## src/rtl/tri_pkg.sv

```systemverilog
// Shared definitions for the triangle setup stage: record layout, arithmetic widths, FSM states.
package tri_pkg;

    localparam int REC_W   = 240;
    localparam int VTX_W   = 80;
    localparam int NUM_VTX = 3;

    localparam int X_LSB   = 0;
    localparam int X_W     = 16;
    localparam int Y_LSB   = 16;
    localparam int Y_W     = 16;
    localparam int Z_LSB   = 32;
    localparam int Z_W     = 16;
    localparam int COL_LSB = 48;
    localparam int COL_W   = 32;

    localparam int DIFF_W  = 17;
    localparam int PROD_W  = 34;
    localparam int AREA_W  = 35;

    typedef enum logic [2:0] {
        ST_IDLE,
        ST_WAIT,
        ST_CAPTURE,
        ST_MUL0,
        ST_MUL1,
        ST_DECIDE,
        ST_OUT
    } state_t;

endpackage

```

## src/rtl/tri_bbox_clamp.sv

```systemverilog
// Combinational min/max of three signed coordinates, clamped to 0..LIMIT-1, plus off-screen flag.
module tri_bbox_clamp #(
    parameter int LIMIT = 320
) (
    input  logic [15:0] a,
    input  logic [15:0] b,
    input  logic [15:0] c,
    output logic [15:0] lo,
    output logic [15:0] hi,
    output logic        off
);

    localparam logic signed [16:0] LIM_M1 = 17'(LIMIT - 1);

    logic signed [15:0] sa, sb, sc;
    logic signed [15:0] mn, mx;

    assign sa = a;
    assign sb = b;
    assign sc = c;

    always_comb begin
        mn = sa;
        if (sb < mn) mn = sb;
        if (sc < mn) mn = sc;
        mx = sa;
        if (sb > mx) mx = sb;
        if (sc > mx) mx = sc;
        lo  = mn[15] ? 16'd0 : mn;
        hi  = (17'(mx) > LIM_M1) ? LIM_M1[15:0] : mx;
        off = mx[15] || (17'(mn) > LIM_M1);
    end

endmodule

```

## src/rtl/triangle_setup.sv

```systemverilog
// Triangle setup: pops a record, computes doubled area on one shared multiplier, clamps bbox, culls.
// Build option: define TRI_BACKFACE_CULL_EN to drop clockwise triangles instead of re-winding them.
module triangle_setup
    import tri_pkg::*;
#(
    parameter int SCREEN_W = 320,
    parameter int SCREEN_H = 240
) (
    input  logic               clk,
    input  logic               rst_n,
    input  logic [REC_W-1:0]   fifo_data,
    input  logic               fifo_empty,
    output logic               fifo_pull,
    output logic [REC_W-1:0]   tri_vtx,
    output logic [AREA_W-1:0]  tri_area,
    output logic [15:0]        tri_xmin,
    output logic [15:0]        tri_xmax,
    output logic [15:0]        tri_ymin,
    output logic [15:0]        tri_ymax,
    output logic               tri_valid,
    input  logic               tri_ready,
    output logic [15:0]        cull_count
);

`ifdef TRI_BACKFACE_CULL_EN
    localparam bit CULL_BACK = 1'b1;
`else
    localparam bit CULL_BACK = 1'b0;
`endif

    state_t                    state_reg;
    logic [REC_W-1:0]          vtx_reg;
    logic signed [PROD_W-1:0]  p0_reg, p1_reg;
    logic [15:0]               xmin_reg, xmax_reg, ymin_reg, ymax_reg;
    logic                      off_reg;

    logic [15:0]               vx [NUM_VTX];
    logic [15:0]               vy [NUM_VTX];

    for (genvar gi = 0; gi < NUM_VTX; gi++) begin : g_unpack
        assign vx[gi] = vtx_reg[VTX_W*gi + X_LSB +: X_W];
        assign vy[gi] = vtx_reg[VTX_W*gi + Y_LSB +: Y_W];
    end

    // Shared multiplier: operand pair selected by which product step we are in.
    logic signed [DIFF_W-1:0]  dx_op, dy_op;
    logic signed [PROD_W-1:0]  prod;

    always_comb begin
        if (state_reg == ST_MUL1) begin
            dx_op = DIFF_W'($signed(vx[2])) - DIFF_W'($signed(vx[0]));
            dy_op = DIFF_W'($signed(vy[1])) - DIFF_W'($signed(vy[0]));
        end else begin
            dx_op = DIFF_W'($signed(vx[1])) - DIFF_W'($signed(vx[0]));
            dy_op = DIFF_W'($signed(vy[2])) - DIFF_W'($signed(vy[0]));
        end
    end

    assign prod = dx_op * dy_op;

    logic [15:0] bx_lo, bx_hi, by_lo, by_hi;
    logic        bx_off, by_off;

    tri_bbox_clamp #(.LIMIT(SCREEN_W)) u_clamp_x (
        .a   (vx[0]),
        .b   (vx[1]),
        .c   (vx[2]),
        .lo  (bx_lo),
        .hi  (bx_hi),
        .off (bx_off)
    );

    tri_bbox_clamp #(.LIMIT(SCREEN_H)) u_clamp_y (
        .a   (vy[0]),
        .b   (vy[1]),
        .c   (vy[2]),
        .lo  (by_lo),
        .hi  (by_hi),
        .off (by_off)
    );

    logic signed [AREA_W-1:0] area, neg_area;
    logic                     is_back, drop;
    logic [REC_W-1:0]         vtx_swapped;

    assign area        = AREA_W'(p0_reg) - AREA_W'(p1_reg);
    assign neg_area    = -area;
    assign is_back     = area[AREA_W-1];
    assign drop        = (area == '0) || off_reg || (CULL_BACK && is_back);
    // Exchanging v1 and v2 reverses the winding so survivors are always counter-clockwise.
    assign vtx_swapped = {vtx_reg[VTX_W +: VTX_W], vtx_reg[2*VTX_W +: VTX_W], vtx_reg[0 +: VTX_W]};

    always_ff @(posedge clk or negedge rst_n) begin
        if (!rst_n) begin
            state_reg  <= ST_IDLE;
            fifo_pull  <= 1'b0;
            tri_valid  <= 1'b0;
            tri_vtx    <= '0;
            tri_area   <= '0;
            tri_xmin   <= '0;
            tri_xmax   <= '0;
            tri_ymin   <= '0;
            tri_ymax   <= '0;
            cull_count <= '0;
            vtx_reg    <= '0;
            p0_reg     <= '0;
            p1_reg     <= '0;
            xmin_reg   <= '0;
            xmax_reg   <= '0;
            ymin_reg   <= '0;
            ymax_reg   <= '0;
            off_reg    <= 1'b0;
        end else begin
            fifo_pull <= 1'b0;
            case (state_reg)
                ST_IDLE: begin
                    if (!fifo_empty) state_reg <= ST_WAIT;
                end
                ST_WAIT: begin
                    fifo_pull <= 1'b1;
                    state_reg <= ST_CAPTURE;
                end
                ST_CAPTURE: begin
                    vtx_reg   <= fifo_data;
                    state_reg <= ST_MUL0;
                end
                ST_MUL0: begin
                    p0_reg    <= prod;
                    xmin_reg  <= bx_lo;
                    xmax_reg  <= bx_hi;
                    ymin_reg  <= by_lo;
                    ymax_reg  <= by_hi;
                    off_reg   <= bx_off || by_off;
                    state_reg <= ST_MUL1;
                end
                ST_MUL1: begin
                    p1_reg    <= prod;
                    state_reg <= ST_DECIDE;
                end
                ST_DECIDE: begin
                    if (drop) begin
                        if (cull_count != 16'hFFFF) cull_count <= cull_count + 16'd1;
                        state_reg <= ST_IDLE;
                    end else begin
                        tri_valid <= 1'b1;
                        tri_vtx   <= is_back ? vtx_swapped : vtx_reg;
                        tri_area  <= is_back ? neg_area : area;
                        tri_xmin  <= xmin_reg;
                        tri_xmax  <= xmax_reg;
                        tri_ymin  <= ymin_reg;
                        tri_ymax  <= ymax_reg;
                        state_reg <= ST_OUT;
                    end
                end
                ST_OUT: begin
                    if (tri_ready) begin
                        tri_valid <= 1'b0;
                        state_reg <= ST_IDLE;
                    end
                end
                default: state_reg <= ST_IDLE;
            endcase
        end
    end

endmodule

```

## config.mk

```make
export PLATFORM = sky130hd
export DESIGN_NAME = triangle_setup
export DESIGN_NICKNAME = d
export VERILOG_FILES = /design/src/rtl/tri_pkg.sv /design/src/rtl/tri_bbox_clamp.sv /design/src/rtl/triangle_setup.sv
export SDC_FILE = /design/constraint.sdc
export NUM_CORES = 2
export LEC_CHECK = 0
export BUFFER_PORTS_ARGS = -buffer_cell sky130_fd_sc_hd__buf_2
export CAP_MARGIN = 20
export CORE_ASPECT_RATIO = 1.5
export CORE_UTILIZATION = 40
export CTS_CLUSTER_DIAMETER = 40
export DETAILED_ROUTE_END_ITERATION = 10
export PLACE_DENSITY = 0.71
export RECOVER_POWER = 50
export SKIP_CTS_REPAIR_TIMING = 1
export SLEW_MARGIN = 0
export SYNTH_ARGS = -nofsm -noshare
export SYNTH_HDL_FRONTEND = slang
export SYNTH_SLANG_ARGS = --single-unit
```

## constraint.sdc

```tcl
create_clock -name clk -period 10.3 [get_ports clk]
set_clock_uncertainty 0.1 [all_clocks]
set_input_delay 0.515 -clock clk [delete_from_list [all_inputs] [get_ports clk]]
set_output_delay 0.515 -clock clk [all_outputs]
set_load 0.02 [all_outputs]
```

Word level (Yosys, flattened, before mapping)
Cells that the tools add are included.
{"block": "word_totals", "register_bits": 733, "latchBits": 0, "ram_bits": 0, "romBits": 0, "in_bits": 244, "out_inout_bits": 357, "mem_count": 0}
{"block": "classes", "n_addsub": 7, "multipliers": 1, "div_mod_pow": 0, "order_cmp": 12, "eq_ne": 10, "shift": 0, "n_mux": 24, "bitwise": 1, "n_reduce_logical": 11}
{"op": "two-way mux 240 bit", "count": 1}
{"op": "two-way mux 16 bit", "count": 10}
{"op": "subtractor 16 x 16 -> 17 bit", "count": 4}
{"op": "greater-than comparator 16 bit", "count": 4}
{"op": "< comparator 16 bit", "count": 4}
{"op": "logical NOT 35 bit", "count": 1}
{"op": "two-way mux 35 bit", "count": 1}
{"op": "negator 35 bit", "count": 1}
{"op": "subtractor 34 x 34 -> 35 bit", "count": 1}
{"op": "multiplier 17 x 17 -> 34 bit", "count": 1}
{"op": "two-way mux 17 bit", "count": 2}
{"op": "greater-than comparator 16 x 10 -> 1 bit (second input constant)", "count": 2}
{"op": "greater-than comparator 16 x 9 -> 1 bit (second input constant)", "count": 2}
{"op": "two-way mux 15 bit", "count": 2}
{"op": "one-hot mux 3 bit (7 select lines)", "count": 1}
{"op": "adder 16 x 1 -> 16 bit (second input constant)", "count": 1}
{"op": "!= test 16 bit (second input constant)", "count": 1}
{"op": "equality test 3 bit (second input constant)", "count": 3}
{"op": "two-way mux 3 bit", "count": 3}
{"op": "equality test 3 x 2 -> 1 bit (second input constant)", "count": 2}
{"op": "!= test 2 bit (second input constant)", "count": 3}
{"op": "AND reduction 3 bit", "count": 2}
{"op": "logical OR 1 bit", "count": 4}
{"op": "AND reduction 2 bit", "count": 2}
{"op": "6 further kinds", "count": 8}

Depth between registers and ports, before layout
{"block": "logic_depth", "depth_word": 7, "ltp_mapped": 41}

By module
Synthesis repeated with hierarchy kept, for this count alone.
{"block": "unflattened", "cells_unflattened": 4900, "hier_area_um2": 49717.7}
{"module": "triangle_setup", "instances": 1, "cells_per_inst": 4202, "area_each_um2": 45068.2, "seq_area_each_um2": 18342.6}
{"module": "tri_bbox_clamp (u_clamp_x)", "instances": 1, "cells_per_inst": 359, "area_each_um2": 2354.8, "seq_area_each_um2": 0.0}
{"module": "tri_bbox_clamp (u_clamp_y)", "instances": 1, "cells_per_inst": 339, "area_each_um2": 2294.7, "seq_area_each_um2": 0.0}

Least setup slack after synthesis
OpenSTA, ideal clock, no wires.
{"block": "synth_timing", "path_type": "reg2reg", "from": "register vtx_reg[176]", "to": "register p0_reg[32]", "setup_ns": 0.135, "t_arrival_ns": 9.159, "required_ns": 10.065, "path_slack_ns": 0.907, "path_stages_with_launch": 40, "path_buffers": 2, "path_cell_list": "dfrtp_1 > inv_1 > ha_1 > inv_1 > fa_1 > a21o_1 > a21oi_1 > o21ai_0 > a21oi_1 > nor2b_1 > o21a_1 > o31a_1 > o41ai_1 > o21ai_0 > xnor2_1 > mux2_2 > clkbuf_1 > or2_2 > [... 4 more ...] > fa_1 > fa_1 > inv_1 > fa_1 > inv_1 > ha_1 > clkbuf_1 > a21o_1 > a21o_1 > a21o_1 > a21oi_1 > o31ai_1 > a41oi_1 > a211oi_1 > or4_1 > a31oi_1 > xor2_1 > o21ai_0"}
{"block": "synth_via", "elab_chain_len": 3}
{"item": "from (decl)", "line_no": "triangle_setup.sv:32", "rtl": "logic [REC_W-1:0] vtx_reg;"}
{"item": "from (signal assigned)", "line_no": "triangle_setup.sv:124", "rtl": "vtx_reg <= fifo_data;"}
{"item": "subtractor 16 x 16 -> 17 bit", "line_no": "triangle_setup.sv:55", "rtl": "dy_op = DIFF_W'($signed(vy[2])) - DIFF_W'($signed(vy[0]));"}
{"item": "two-way mux 17 bit", "line_no": "triangle_setup.sv:50", "rtl": "if (state_reg == ST_MUL1) begin"}
{"item": "multiplier 17 x 17 -> 34 bit", "line_no": "triangle_setup.sv:59", "rtl": "assign prod = dx_op * dy_op;"}
{"item": "to (signal assigned)", "line_no": "triangle_setup.sv:128", "rtl": "p0_reg <= prod;"}
{"item": "to (decl)", "line_no": "triangle_setup.sv:33", "rtl": "logic signed [PROD_W-1:0] p0_reg, p1_reg;"}
No other way between the ends.
A chain may end at the register's enable or synchronous reset.

Final worst setup path
{"block": "layout_timing", "from": "register vtx_reg[17]", "to": "register p0_reg[32]"}
{"block": "layout_via", "elab_chain_len": 3, "elab_cells_between_ends": 4, "classes_between": "add/sub (2); mul (1); mux (1)"}
{"item": "subtractor 16 x 16 -> 17 bit (on tied branches)", "line_no": "triangle_setup.sv:55, triangle_setup.sv:52"}
{"item": "two-way mux 17 bit *", "line_no": "triangle_setup.sv:50"}
{"item": "multiplier 17 x 17 -> 34 bit *", "line_no": "triangle_setup.sv:59"}
Every way passes the cells marked *; elsewhere a longest branch is shown, timed or not.

==> results.txt <==
vias post-DR: 40460
RSZ-0062 raised after global routing: false
GR Util met2: 0.415
Synth Flop Type: dfrtp_1
CP arrival: 10.18 ns
required time worst endpoint: 10.73 ns
Seq. cell area: 0.0182 mm^2
Final Critical Period: 9.74 ns
TritonCTS Sinks: 729
CP Capture Type: flop
Max Fclk: 103 MHz
CTS tree: done
final setup fails: 0
Relative slew margins: -4.45
most frequent cells in the layout: nand2_1, dfrtp_1, inv_1
vias in the first global route: 39767
CTS Buf Count: 89
worst-path fanout max: 13
Root Driver: clkbuf_16
post-synthesis sequential area ratio: 0.375
Port-buffer cells: 598
post-synthesis cell area: 0.0486 mm^2
Ports: 601
first-pass GRT wire length: 233000 um
crit path capture: p0_reg[32]$_DFFE_PN0N_
Worst R2R Start: vtx_reg[17]$_DFFE_PN0P_
most used routing layer: met2
Crit-path slowest cell: fa_1
met1 usage: 0.286
max cap viols: 5
routability congestion estimate: 0.969
Hold Vio Cnt, Final: 0
#FFs+latches synth: 729
met3 Track Usage GR: 0.0430
die width: 287 um
cell repeated most along the worst path: fa_1
pins over their slew limit: 492
crit share post-route: 0.946
Final HPWL DP: 116000 um
Antenna Nets Post-Route: 0
CTS H-tree depth: 3
die height: 429 um
FF-to-FF path depth: 36
worst reg2reg path endpoint: p0_reg[32]$_DFFE_PN0N_
GRT Util Overall: 0.244
vias per cell: 5.42
status: finished with violations
Post-synth EDFFs: 0
startpoint types: flop
failing checks: capacitance limit, slew limit
DRT iter0 DRCs: 2438
slew of the pin with the lowest slew margin: 8.18 ns
clock insertion delay at the later pin of the skew report: 0.70 ns
# fillers: 11147
initial antenna violation count: 11
net total in the final layout: 6597
Worst Hold Depth: 3
GRT overflow: 0
most common cell after layout, fill and taps aside: nand2_1
fraction of layout cells with a size suffix above 1: 0.140
Hold Path Class: in2reg
WL/cell: 20.9 um
DRC: 0
Sum Neg Setup Slack: 0 ns
Die Area: 0.123 mm^2
area of the multi-input gates: 0.0276 mm^2
core region area: 0.121 mm^2
Syn Inst Count: 5031
ys async rst share: 1.00
largest net degree at the start of global routing: 172
starting density of the core: 0.403
clock tree buffer depth: 3
Setup crit start: vtx_reg[17]$_DFFE_PN0P_
critical path class: reg2reg
final WL: 156000 um
yosys synthesis warning count: 0
Worst-path clk slew: 0.06 ns
TritonRoute pass-1 iters: 5
Rows: 156
Area Overhead vs Synth: 20.3%
Netlist cell types: 85
Max stage delay on crit path: 0.56 ns
Avg Cell Area, Syn: 9.67 um^2
reg-to-reg slack, setup: 0.56 ns
-- stage by stage --
stage	cells	worst slack [ns]	utilization	area [um^2]	hold WS, ns
global route	7463	0.0116	0.485	58500	-0.00184
finish	7466	0.557	0.485	58500	0.00745
CTS	7233	0.350	0.470	56700	-0.250
floorplan	5032	0.907	-	48600	0.119
detailed placement	7068	0.420	0.443	53500	0.358
global placement	7068	0.532	0.443	53500	0.357
-- worst min path at each step --
stage / start / endpoint / slack (ns)
5_1_grt: fifo_data[149] / vtx_reg[149]$_DFFE_PN0P_ / -0.002
4_1_cts: rst_n / vtx_reg[110]$_DFFE_PN0P_ / -0.25
2_1_floorplan: rst_n / cull_count[0]$_DFFE_PN0P_ / 0.12
3_3_place_gp: xmax_reg[10]$_DFFE_PN0N_ / xmax_reg[10]$_DFFE_PN0N_ / 0.36
3_5_place_dp: xmax_reg[10]$_DFFE_PN0N_ / xmax_reg[10]$_DFFE_PN0N_ / 0.36
6_report: fifo_data[23] / vtx_reg[23]$_DFFE_PN0P_ / 0.007
-- final cells by class --
| type | instances | share of cell area |
|---|---|---|
| antenna | 8 | 0.000342 |
| tap | 1580 | 0.0338 |
| multi-input combinational | 3573 | 0.472 |
| timing repair buffer | 936 | 0.0973 |
| clock inverter | 62 | 0.0139 |
| inverter | 475 | 0.0305 |
| sequential | 729 | 0.312 |
| clock buffer | 103 | 0.0403 |
-- routing by layer --
layer	routed length, um	share of wire
met1	59000	0.38
met4	10100	0.064
met2	77600	0.50
met5	21	0.00013
met3	9610	0.061
-- kinds of logic after synthesis --
kind of cell | count (synthesis) | share of synthesized area
AOI/OAI and AO/OA | 893 | 0.117
xor gates and xnor gates | 150 | 0.0270
adders and majority gates | 549 | 0.188
buffers and inverters | 730 | 0.0603
DFF | 729 | 0.375
muxes | 387 | 0.0897
other | 1 | 0.0000771
and+or+nand+nor | 1592 | 0.143
-- cells in the mapped netlist (12+ instances only) --
cell type	number	area share
o31ai_1	23	0.0036
xnor2_1	97	0.017
and3_1	13	0.0017
xor2_1	53	0.0095
nand2b_1	35	0.0045
mux2i_1	40	0.0082
buf_6	17	0.0039
inv_1	475	0.037
dfrtp_1	729	0.38
o211ai_1	36	0.0056
nor4_1	12	0.0015
nand4_1	40	0.0051
clkbuf_1	185	0.014
nor3_1	56	0.0058
a21o_1	62	0.0096
o221ai_1	16	0.0029
nor2_1	415	0.032
o21a_1	45	0.0069
nand3_1	63	0.0065
nand2_1	780	0.060
and2_1	40	0.0051
a21boi_0	19	0.0029
a211oi_1	24	0.0037
mux2_1	100	0.023
ha_1	247	0.064
a31oi_1	181	0.023
or2_2	20	0.0026
mux2_4	14	0.0043
fa_1	302	0.12
mux2_2	233	0.054
buf_2	44	0.0045
a21oi_1	182	0.019
o21ai_0	203	0.021
or3_1	16	0.0021
nor2b_1	59	0.0076
-- critical path, delay by kind of cell, from the launching register on --
| family | cells | cell delay, ns |
|---|---|---|
| buf+inv | 5 | 0.67 |
| xor+xnor | 1 | 0.22 |
| simple gates | 2 | 0.55 |
| flops | 1 | 0.39 |
| compound gates | 20 | 3.99 |
| fa+ha+maj | 8 | 3.65 |
Power is not shown: default switching activity piles up to over one toggle a cycle in this logic, so the estimate is an artifact.
